==> src/rtl/risc_cpu.sv <==
// risc_cpu: multi-cycle 8-bit accumulator CPU, 4-bit address space.
// Each instruction runs FETCH -> DECODE -> EXECUTE (HLT parks in HALT).
// Bus outputs are combinational decodes of state and IR, so a reset
// pulse drops `write` before any pending edge can commit a store.
//
// Ports:
//   clk        in   system clock, rising edge
//   clr        in   asynchronous active-low reset
//   read       out  memory read strobe
//   write      out  memory write strobe (memory captures on rising edge)
//   memoryOut  in   8-bit combinational read data at `address`
//   memoryIn   out  8-bit write data, always the accumulator
//   address    out  4-bit memory address
module risc_cpu (
    input  logic       clk,
    input  logic       clr,
    output logic       read,
    output logic       write,
    input  logic [7:0] memoryOut,
    output logic [7:0] memoryIn,
    output logic [3:0] address
);

    typedef enum logic [1:0] {S_FETCH, S_DECODE, S_EXEC, S_HALT} state_t;

    localparam logic [3:0] OP_HLT = 4'h0, OP_ADD = 4'h1, OP_SUB = 4'h2,
                           OP_AND = 4'h3, OP_OR  = 4'h4, OP_STA = 4'h5,
                           OP_XOR = 4'h6, OP_LDA = 4'h7, OP_JMP = 4'h8,
                           OP_JZ  = 4'h9, OP_JC  = 4'hA, OP_NOT = 4'hB,
                           OP_INC = 4'hC, OP_SHL = 4'hD, OP_SHR = 4'hE;

    state_t     state_q, state_d;
    logic [3:0] pc_q, pc_d;
    logic [7:0] ir_q, ir_d;
    logic [7:0] ac_q, ac_d;
    logic       z_q, z_d;
    logic       c_q, c_d;

    logic [3:0] op;
    logic [8:0] alu_add, alu_sub, alu_inc;
    logic       ac_wr;

    assign op      = ir_q[7:4];
    // 9-bit results: bit 8 is carry for add/inc and borrow for sub
    assign alu_add = {1'b0, ac_q} + {1'b0, memoryOut};
    assign alu_sub = {1'b0, ac_q} - {1'b0, memoryOut};
    assign alu_inc = {1'b0, ac_q} + 9'd1;

    assign memoryIn = ac_q;

    // Bus decode
    always_comb begin
        read    = 1'b0;
        write   = 1'b0;
        address = pc_q;
        case (state_q)
            S_FETCH: begin
                address = pc_q;
                read    = 1'b1;
            end
            S_DECODE: address = ir_q[3:0];
            S_EXEC: begin
                address = ir_q[3:0];
                read    = (op == OP_ADD) || (op == OP_SUB) || (op == OP_AND) ||
                          (op == OP_OR)  || (op == OP_XOR) || (op == OP_LDA);
                write   = (op == OP_STA);
            end
            default: ;
        endcase
    end

    // Next-state / datapath
    always_comb begin
        state_d = state_q;
        pc_d    = pc_q;
        ir_d    = ir_q;
        ac_d    = ac_q;
        c_d     = c_q;
        z_d     = z_q;
        ac_wr   = 1'b0;
        case (state_q)
            S_FETCH: begin
                ir_d    = memoryOut;
                pc_d    = pc_q + 4'd1;
                state_d = S_DECODE;
            end
            S_DECODE: state_d = (op == OP_HLT) ? S_HALT : S_EXEC;
            S_EXEC: begin
                state_d = S_FETCH;
                case (op)
                    OP_ADD: begin {c_d, ac_d} = alu_add; ac_wr = 1'b1; end
                    OP_SUB: begin {c_d, ac_d} = alu_sub; ac_wr = 1'b1; end
                    OP_AND: begin ac_d = ac_q & memoryOut; ac_wr = 1'b1; end
                    OP_OR:  begin ac_d = ac_q | memoryOut; ac_wr = 1'b1; end
                    OP_XOR: begin ac_d = ac_q ^ memoryOut; ac_wr = 1'b1; end
                    OP_LDA: begin ac_d = memoryOut;        ac_wr = 1'b1; end
                    OP_JMP: pc_d = ir_q[3:0];
                    OP_JZ:  if (z_q) pc_d = ir_q[3:0];
                    OP_JC:  if (c_q) pc_d = ir_q[3:0];
                    OP_NOT: begin ac_d = ~ac_q;            ac_wr = 1'b1; end
                    OP_INC: begin {c_d, ac_d} = alu_inc; ac_wr = 1'b1; end
                    OP_SHL: begin c_d = ac_q[7]; ac_d = {ac_q[6:0], 1'b0}; ac_wr = 1'b1; end
                    OP_SHR: begin c_d = ac_q[0]; ac_d = {1'b0, ac_q[7:1]}; ac_wr = 1'b1; end
                    default: ;  // STA is a pure bus cycle; NOP does nothing
                endcase
                if (ac_wr) z_d = (ac_d == 8'h00);
            end
            default: ;  // HALT holds until reset
        endcase
    end

    always_ff @(posedge clk or negedge clr) begin
        if (!clr) begin
            state_q <= S_FETCH;
            pc_q    <= 4'h0;
            ir_q    <= 8'h00;
            ac_q    <= 8'h00;
            z_q     <= 1'b0;
            c_q     <= 1'b0;
        end else begin
            state_q <= state_d;
            pc_q    <= pc_d;
            ir_q    <= ir_d;
            ac_q    <= ac_d;
            z_q     <= z_d;
            c_q     <= c_d;
        end
    end

endmodule

==> config.mk <==
export PLATFORM = sky130hd
export DESIGN_NAME = risc_cpu
export DESIGN_NICKNAME = d
export VERILOG_FILES = /design/src/rtl/risc_cpu.sv
export SDC_FILE = /design/constraint.sdc
export NUM_CORES = 1
export LEC_CHECK = 0
export ABC_AREA = 0
export CAP_MARGIN = 20
export CORE_MARGIN = 2
export CORE_UTILIZATION = 55
export CTS_BUF_LIST = sky130_fd_sc_hd__clkbuf_8
export CTS_CLUSTER_DIAMETER = 150
export DETAILED_ROUTE_END_ITERATION = 6
export PLACE_DENSITY_LB_ADDON = 0.25
export REMOVE_ABC_BUFFERS = 1
export SLEW_MARGIN = 30
export SYNTH_ARGS = -nofsm -noshare
export SYNTH_HDL_FRONTEND = slang
export SYNTH_SLANG_ARGS = --single-unit
export TNS_END_PERCENT = 20
==> constraint.sdc <==
create_clock -name clk -period 8.07 [get_ports clk]
set_clock_uncertainty 0.2 [all_clocks]
set_input_delay 2.0175 -clock clk [delete_from_list [all_inputs] [get_ports clk]]
set_output_delay 2.0175 -clock clk [all_outputs]
set_load 0.01 [all_outputs]
Yosys cells after proc, flatten, opt, wreduce, memory -nomap -nowiden. Index checks and enable logic that the tools add are counted.

Add/sub/neg operators: 4. Equal/unequal tests: 19. Muxes and demuxes: 14. Bitwise gates (word level): 4. Reduce and logical (&&, ||, !) cells: 16.

Operator list (count): $pmux 8 s10 (1); $eq 4x4->1 const B (7); $eq 4x3->1 const B (4); $mux 4 (3); $pmux 4 s3 (1); $reduce_or 10->1 (1); $add 8x1->9 const B (1); $add 8x8->9 (1); $sub 8x8->9 (1); $and 8x8->8 (1); $eq 4x2->1 const B (2); $logic_not 8->1 (1); $mux 8 (1); $not 8->8 (1); $or 8x8->8 (1); $pmux 4 s2 (1); $xor 8x8->8 (1); $ne 3x3->1 const B (2); $pmux 2 s3 (1); $logic_or 1x1->1 (5); $pmux 1 s5 (1); $reduce_bool 5->1 (1); $add 4x1->4 const B (1); $eq 4x1->1 const B (1); other kinds (12) (16).

Register bits: 24. Output and inout port bits: 14. Word-level logic and storage cells: 63.

Depth between registers and ports, before layout.
Depth in word-level cells: 7. Gate-level depth with buffers: 10. Gate-level depth less buffers: 10.

Least setup slack after synthesis. No wires, ideal clock.

Path kind: input to register. From: input port memoryOut[0]. To: register z_q. Setup time: 0.104 ns. Arrival time: 4.171 ns. Required time: 7.766 ns. Setup slack: 3.596 ns. Stages: 9. Buffers on the path: 0. Cells stage by stage: ha_1 -> fa_1 -> a21oi_1 -> o21bai_1 -> a221o_1 -> o21ai_1 -> nand4_1 -> or4_1 -> o41ai_2.

Cells in the longest elaborated chain, start to end: 4.

Ends and longest elaborated chain: start: declaration (RTL line 19) `input logic [7:0] memoryOut,`; $sub 8x8->9 (tied with other cells) (RTL line 46) `assign alu_sub = {1'b0, ac_q} - {1'b0, memoryOut};`; $pmux 8 s10 * (RTL line 90) `case (op)`; $mux 8 * (RTL line 81) `case (state_q)`; $logic_not 8->1 * (RTL line 106) `if (ac_wr) z_d = (ac_d == 8'h00);`; end signal: assignment (RTL line 125) `z_q <= z_d;`; end: declaration (RTL line 36) `logic z_q, z_d;`.

Mark *: on every way between the ends. The rest lies on a longest branch, timed or not. The select of a mux whose other input is x is not followed. A chain may end at the register's enable or synchronous reset.

Worst setup path in the final report. Same ends and word-level chain as after synthesis.

==> run_results.csv <==
group,metric,value,unit
setup_path,critical_path.endpoint_type,"register",
placement,dpl.hpwl,6270,um
power,p_leak,1.38,nW
global_routing,first_global_vias,2563,
clock_tree,htreeDepth,1,
yosys,synth.yosys.seq_area_share,19.9,%
die,io_pins,24,
yosys,ys_async_sr_fraction,100,%
yosys,netlist_instances,359,
yosys,synth_ff_type,"dfrtp_1",
setup_path,path_class,"primary input to register",
final_layout,drive_gt1_share,10.8,%
clock_tree,cts_buffers,3,
setup_path,cp-startpoint,"memoryOut[0]",
setup_path,worst_ep_required_time,8.04,ns
final_layout,nFillCells,450,
yosys,ys_warn_count,0,
sta,rsz0062_at_grt,"false",
final_layout,final_common_cell,"ha_1",
sta,final.setup.tns,0,ns
yosys,ys_seq_elements,24,
setup_path,slowest_stage,"or4_1",
detailed_routing,wire_per_inst,19.6,um
sta,slew_viol_final,0,
clock_tree,clk_pin_slew,0.08,ns
yosys,yosys-top-cells-area,"dfrtp_1, ha_1, mux2_2, a21oi_1, nand2_1",
final_layout,fin_nets,414,
detailed_routing,ant_nets,0,
yosys,netlist_area,3020,sq um
yosys,synth_area_per_cell,8.40,sq um
yosys,synth_top_area_cell,"dfrtp_1",
final_layout,diodes,0,
final_layout,mostFrequentLayoutCells,"ha_1, a21oi_1, nand2_1",
sta,setup_viol,0,
clock_tree,worstSkewPairLatency,0.27,ns
detailed_routing,firstDrtPassIters,6,
global_routing,overflow,0,
min_path,hp-class,"register to register",
global_routing,grt_pass1_wl,13500,um
clock_tree,cts.repair.resized,0,
final_layout,area_growth,8.42,%
sta,fmax,200,MHz
power,powerDensity,455,nW/um^2
setup_path,crit_chain,"clkdlybuf4s50_1 -> ha_1 -> fa_1 -> a21oi_1 -> o21bai_1 -> a221o_1 -> o21ai_1 -> nand4_1 -> or4_1 -> o41ai_2",
yosys,synth_edf_count,0,
placement,preCtsSetupSlack,2.78,ns
setup_path,critPathMaxFanout,4,
min_path,worstHoldStart,"c_q",
clock_tree,numClockSinks,24,
setup_path,cp.arrival,4.97,ns
setup_path,startpoint_type,"primary input",
clock_tree,clk_path_buf_depth,2,
die,dieArea,6090,sq um
clock_tree,cts_tree,"built",
power,ir_worst_vdd,0.000312,V
die,start_util,57.9,%
placement,io_buffers,23,
global_routing,grt_max_degree,39,
global_routing,grt_antenna_before_repair,0,
setup_path,r2r_start,"memoryIn[0]",
detailed_routing,drc_errors,0,
yosys,synth_top_area_share,19.9,%
global_routing,grt.total_usage,27.7,%
setup_path,worst_path_largest_cell_delay,0.55,ns
status,outcome,"finished, final reports clean",
die,die_w,78.0,um
flow_run,max-cap-violations,0,
clock_tree,cts-root-buf,"clkbuf_8",
detailed_routing,drt_wl_total,8600,um
die,die_y,78.0,um
detailed_routing,routed_via_density,6.45,
clock_tree,cts_setup_buffers,0,
power,power,0.00149,W
yosys,synth.distinct_cells,71,
sta,worst_pin_slew,0.986,ns
sta,final.period_utilization,61.9,%
clock_tree,hold_buffers,0,
placement,gp_congestion,0.937,
die,core_area,5200,sq um
sta,fin_crit,5.00,ns
sta,setup_ws,3.07,ns
detailed_routing,vias,2831,
sta,relSlewSlack,33.3,%
detailed_routing,drt_iter0_markers,468,
sta,hold_viol_final,0,
die,fp-row-count,26,
-- logic make-up (layout without fill, tap and decap cells) --
logic type	count (synthesis)	count (layout)	synth area share, %
xor gates and xnor gates	9	9	2.61
AOI/OAI and AO/OA	119	119	27.5
DFF	24	24	19.9
muxes	22	22	7.93
and+or+nand+nor	102	102	18.9
adders and majority gates	34	34	14.6
buffers and inverters	49	59	8.59
-- final timing paths --
check | endpoint | slack (ns) | cells past startpoint
max | z_q | 3.07 | 10
min | c_q | 0.29 | 1
max reg2reg | z_q | 4.64 | 10
min reg2reg | c_q | 0.29 | 1
max in group asynchronous | ir_q[3] | 5.78 | 1
min in group asynchronous | ir_q[1] | 1.52 | 1
-- stage by stage --
step | utilization, % | instance area [sq um] | cells | hold slack [ns]
floorplan | - | 2860 | 336 | 0.249
global placement | 61.9 | 3220 | 435 | 0.274
detailed placement | 61.8 | 3210 | 435 | 0.275
CTS | 62.8 | 3270 | 439 | 0.294
global route | 62.8 | 3270 | 439 | 0.321
finish | 62.8 | 3270 | 439 | 0.293
-- critical path: cells and delay by family --
kind | cells | cell delay, ns
adders and majority gates | 2 | 0.72
and+or+nand+nor | 2 | 0.68
buffers and inverters | 1 | 0.48
AOI/OAI and AO/OA | 5 | 1.06
-- sequential cells by signal, summed over array words and instances, names as in the netlist --
name and count:
c_q 1, pc_q 4, state_q 2, ir_q 8, z_q 1, memoryIn 8
-- where the power goes --
part	switching, W	total [W]	internal, W
clock	0.0000382	0.0000818	0.0000436
combinational	0.000649	0.00114	0.000487
sequential	0.0000891	0.000268	0.000178
-- cell type report --
class	instances	area [sq um]	share of cell area, %
flip-flops and latches	24	601	18.4
well taps	70	87.6	2.68
clock buffers	4	55.1	1.68
inverters	26	100	3.06
multi-input cells	286	2160	65.9
repair buffers	29	270	8.27
-- cell usage after synthesis, drive strengths merged, types with 8 or more instances --
master / count
nor2: 20
clkbuf: 8
mux2: 15
o21ai: 20
nor3: 11
a21oi: 31
dfrtp: 24
nand2: 27
ha: 32
inv: 26
buf: 15
nand3: 8
-- per-layer routing --
layer  part of all wire [%]  wire [um]  GRT usage, %
met5                      0          0             0
met4                    2.1        182          6.49
met3                    9.7        838          4.60
met2                     46       3930          44.5
met1                     42       3650          39.3
Note: power is estimated with default switching activity, not from simulation.
==> edit (config.mk and constraints unchanged) <==
Put a register stage on the output `address`, with the module's reset. The value now appears one clock later. The other outputs are not delayed to match. Comments in the files are not updated.
--- a/src/rtl/risc_cpu.sv
+++ b/src/rtl/risc_cpu.sv
@@ -30,4 +30,6 @@
                            OP_INC = 4'hC, OP_SHL = 4'hD, OP_SHR = 4'hE;
 
+    logic [3:0] address_d;
+
     state_t     state_q, state_d;
     logic [3:0] pc_q, pc_d;
@@ -53,13 +55,13 @@
         read    = 1'b0;
         write   = 1'b0;
-        address = pc_q;
+        address_d = pc_q;
         case (state_q)
             S_FETCH: begin
-                address = pc_q;
+                address_d = pc_q;
                 read    = 1'b1;
             end
-            S_DECODE: address = ir_q[3:0];
+            S_DECODE: address_d = ir_q[3:0];
             S_EXEC: begin
-                address = ir_q[3:0];
+                address_d = ir_q[3:0];
                 read    = (op == OP_ADD) || (op == OP_SUB) || (op == OP_AND) ||
                           (op == OP_OR)  || (op == OP_XOR) || (op == OP_LDA);
@@ -128,4 +130,12 @@
     end
 
+    always_ff @(posedge clk or negedge clr) begin
+        if (!clr) begin
+            address <= '0;
+        end else begin
+            address <= address_d;
+        end
+    end
+
 endmodule
 
Check against the original RTL: not equivalent (a bounded check fails within 4 cycles, from zero or initial values).
==> edit against the original RTL <==
- sequential share of layout area up 2.6 points
- routed wire length up 6.3%
- die area down 0.12%
- register-to-register slack worse by 0.34 ns
- total power down 1.0%
- sequential cell count up 4
- sequential power up 15%
- via count up 2.9%
- area after synthesis down 0.12%
- worst setup slack worse by 0.19 ns
- final area up 2.3%
==> edit: results <==
metrics = {
    "logic_synthesis": {
        "synth-seq-area-share_pct": 23.3,
        "ys_dominant_reg_cell": "sky130_fd_sc_hd__dfrtp_1",
        "asyncSetResetFlopFracSynth_pct": 100,
        "synth_cell_type_count": 67,
        "synthTopCellsByCount": "sky130_fd_sc_hd__ha_1 (32), sky130_fd_sc_hd__dfrtp_1 (28), sky130_fd_sc_hd__inv_1 (28), sky130_fd_sc_hd__nand2_1 (26), sky130_fd_sc_hd__o21ai_0 (24)",
        "biggest_area_contributors_in_the_synthesized_netlist": "sky130_fd_sc_hd__dfrtp_1 (23%), sky130_fd_sc_hd__ha_1 (13%), sky130_fd_sc_hd__mux2_2 (4.9%), sky130_fd_sc_hd__o21ai_0 (4.0%), sky130_fd_sc_hd__inv_1 (3.5%)",
        "yosysWarningCount": 0,
    },
    "critical_path": {
        "r2r_slack_ns": 4.30,
        "worst_path_largest_cell_delay_ns": 0.52,
        "critPathMaxFanout": 4,
        "cp_data_arrival_time_ns": 5.18,
        "critical_path.slowest_cell": "sky130_fd_sc_hd__or4_1",
    },
    "grt": {
        "grt.total_usage_pct": 31.1,
        "grt_start_max_net_pins": 45,
        "grt_first_pass_wirelength_mm": 14.7,
        "first_global_vias": 2716,
        "antenna_violations_before_repair": 0,
    },
    "power": {
        "static-leakage-power_nw": 1.44,
        "max-vdd-ir-drop_uv": 257,
        "switch_share_pct": 51.4,
    },
    "routing": {
        "avgViaCountPerCell": 6.59,
        "wl_per_cell_um": 20.7,
        "drtIter0Drc": 259,
        "drt_first_pass_iters": 5,
    },
    "outcome": {
        "status": "finished clean",
    },
    "cts": {
        "clkTransAtPathRegs_ns": 0.11,
        "post-cts-setup-buffers": 0,
        "total_cts_buffers": 3,
        "cts_htree_levels": 1,
        "library_cell_used_as_clock_root_buffer": "sky130_fd_sc_hd__clkbuf_8",
        "post_cts.resized_instances": 0,
        "ctsLongestPathBuffers": 2,
        "worst_skew_pair_latency_ns": 0.29,
    },
    "place": {
        "routabilityCongestion": 0.960,
        "portBuffers": 23,
        "hpwlAfterDp_mm": 6.47,
    },
    "timing": {
        "holdWs_ns": 0.318,
        "worst_pin_slew_ns": 0.886,
    },
    "finish": {
        "antenna_cells": 0,
        "fin_nets": 417,
        "share_of_layout_cells_above_drive_strength_1_pct": 8.60,
    },
    "hold_path": {
        "hold_class": "register to register",
    },
}
-- edit: cell families (layout without fill, tap and decap cells) --
| family | Yosys count | in the layout | synth area share (%) |
|---|---|---|---|
| AO/OA/AOI/OAI | 109 | 109 | 25.7 |
| XOR/XNOR | 9 | 9 | 2.62 |
| adder cells (fa/ha/maj) | 34 | 34 | 14.6 |
| buffers and inverters | 51 | 63 | 7.15 |
| flip-flops | 28 | 28 | 23.3 |
| multiplexers | 19 | 19 | 6.86 |
| AND/OR/NAND/NOR | 110 | 110 | 19.8 |
-- edit: area by class of cell --
class,instances,area [sq um]
clock buffers,3,41.3
clock inverters,1,30.0
fillers,483,1860
inverters,30,113
multi-input cells,281,2100
flip-flops and latches,28,701
well taps,70,87.6
repair buffers,29,275
-- edit: power groups by stage --
stage,clock (mW),sequential (mW),combinational (mW)
floorplan,0,0.350,0.641
global placement,0,0.305,1.01
detailed placement,0,0.307,1.02
CTS,0.118,0.304,1.03
global route,0.122,0.318,1.14
finish,0.116,0.307,1.05
-- edit: per-layer routing --
layer / vias up / GRT usage [%] / part of all wire (%) / wire length (um)
li1: 1344 / - / - / -
met1: 1367 / 43.1 / 42 / 3860
met2: 175 / 47.8 / 45 / 4110
met3: 27 / 6.86 / 9.3 / 848
met4: 0 / 10.5 / 3.5 / 320
met5: - / 0 / 0 / 0
-- edit: path summary, 6_finish.rpt --
check / from / to / cells after the start
hold / removal: c_q / c_q / 1
max in group asynchronous: clr / c_q / 2
min in group asynchronous: clr / ir_q[1] / 2
hold reg to reg: c_q / c_q / 1
setup reg to reg: memoryIn[0] / z_q / 10
setup / recovery: memoryOut[0] / z_q / 10
-- edit: worst max-delay path, delay by kind of cell --
kind	cells	cell delay, ns
fa+ha+maj	2	0.65
buf+inv	1	0.48
xor+xnor	1	0.13
compound gates	3	0.88
simple gates	3	1.03
-- edit: per-stage QoR --
stage	cell area (sq um)	cells	worst slack, ns	utilization (%)
floorplan	2910	339	3.29	-
global placement	3270	438	2.70	62.9
detailed placement	3270	438	2.58	62.9
CTS	3340	442	2.90	64.2
global route	3340	442	2.76	64.2
finish	3340	442	2.88	64.2
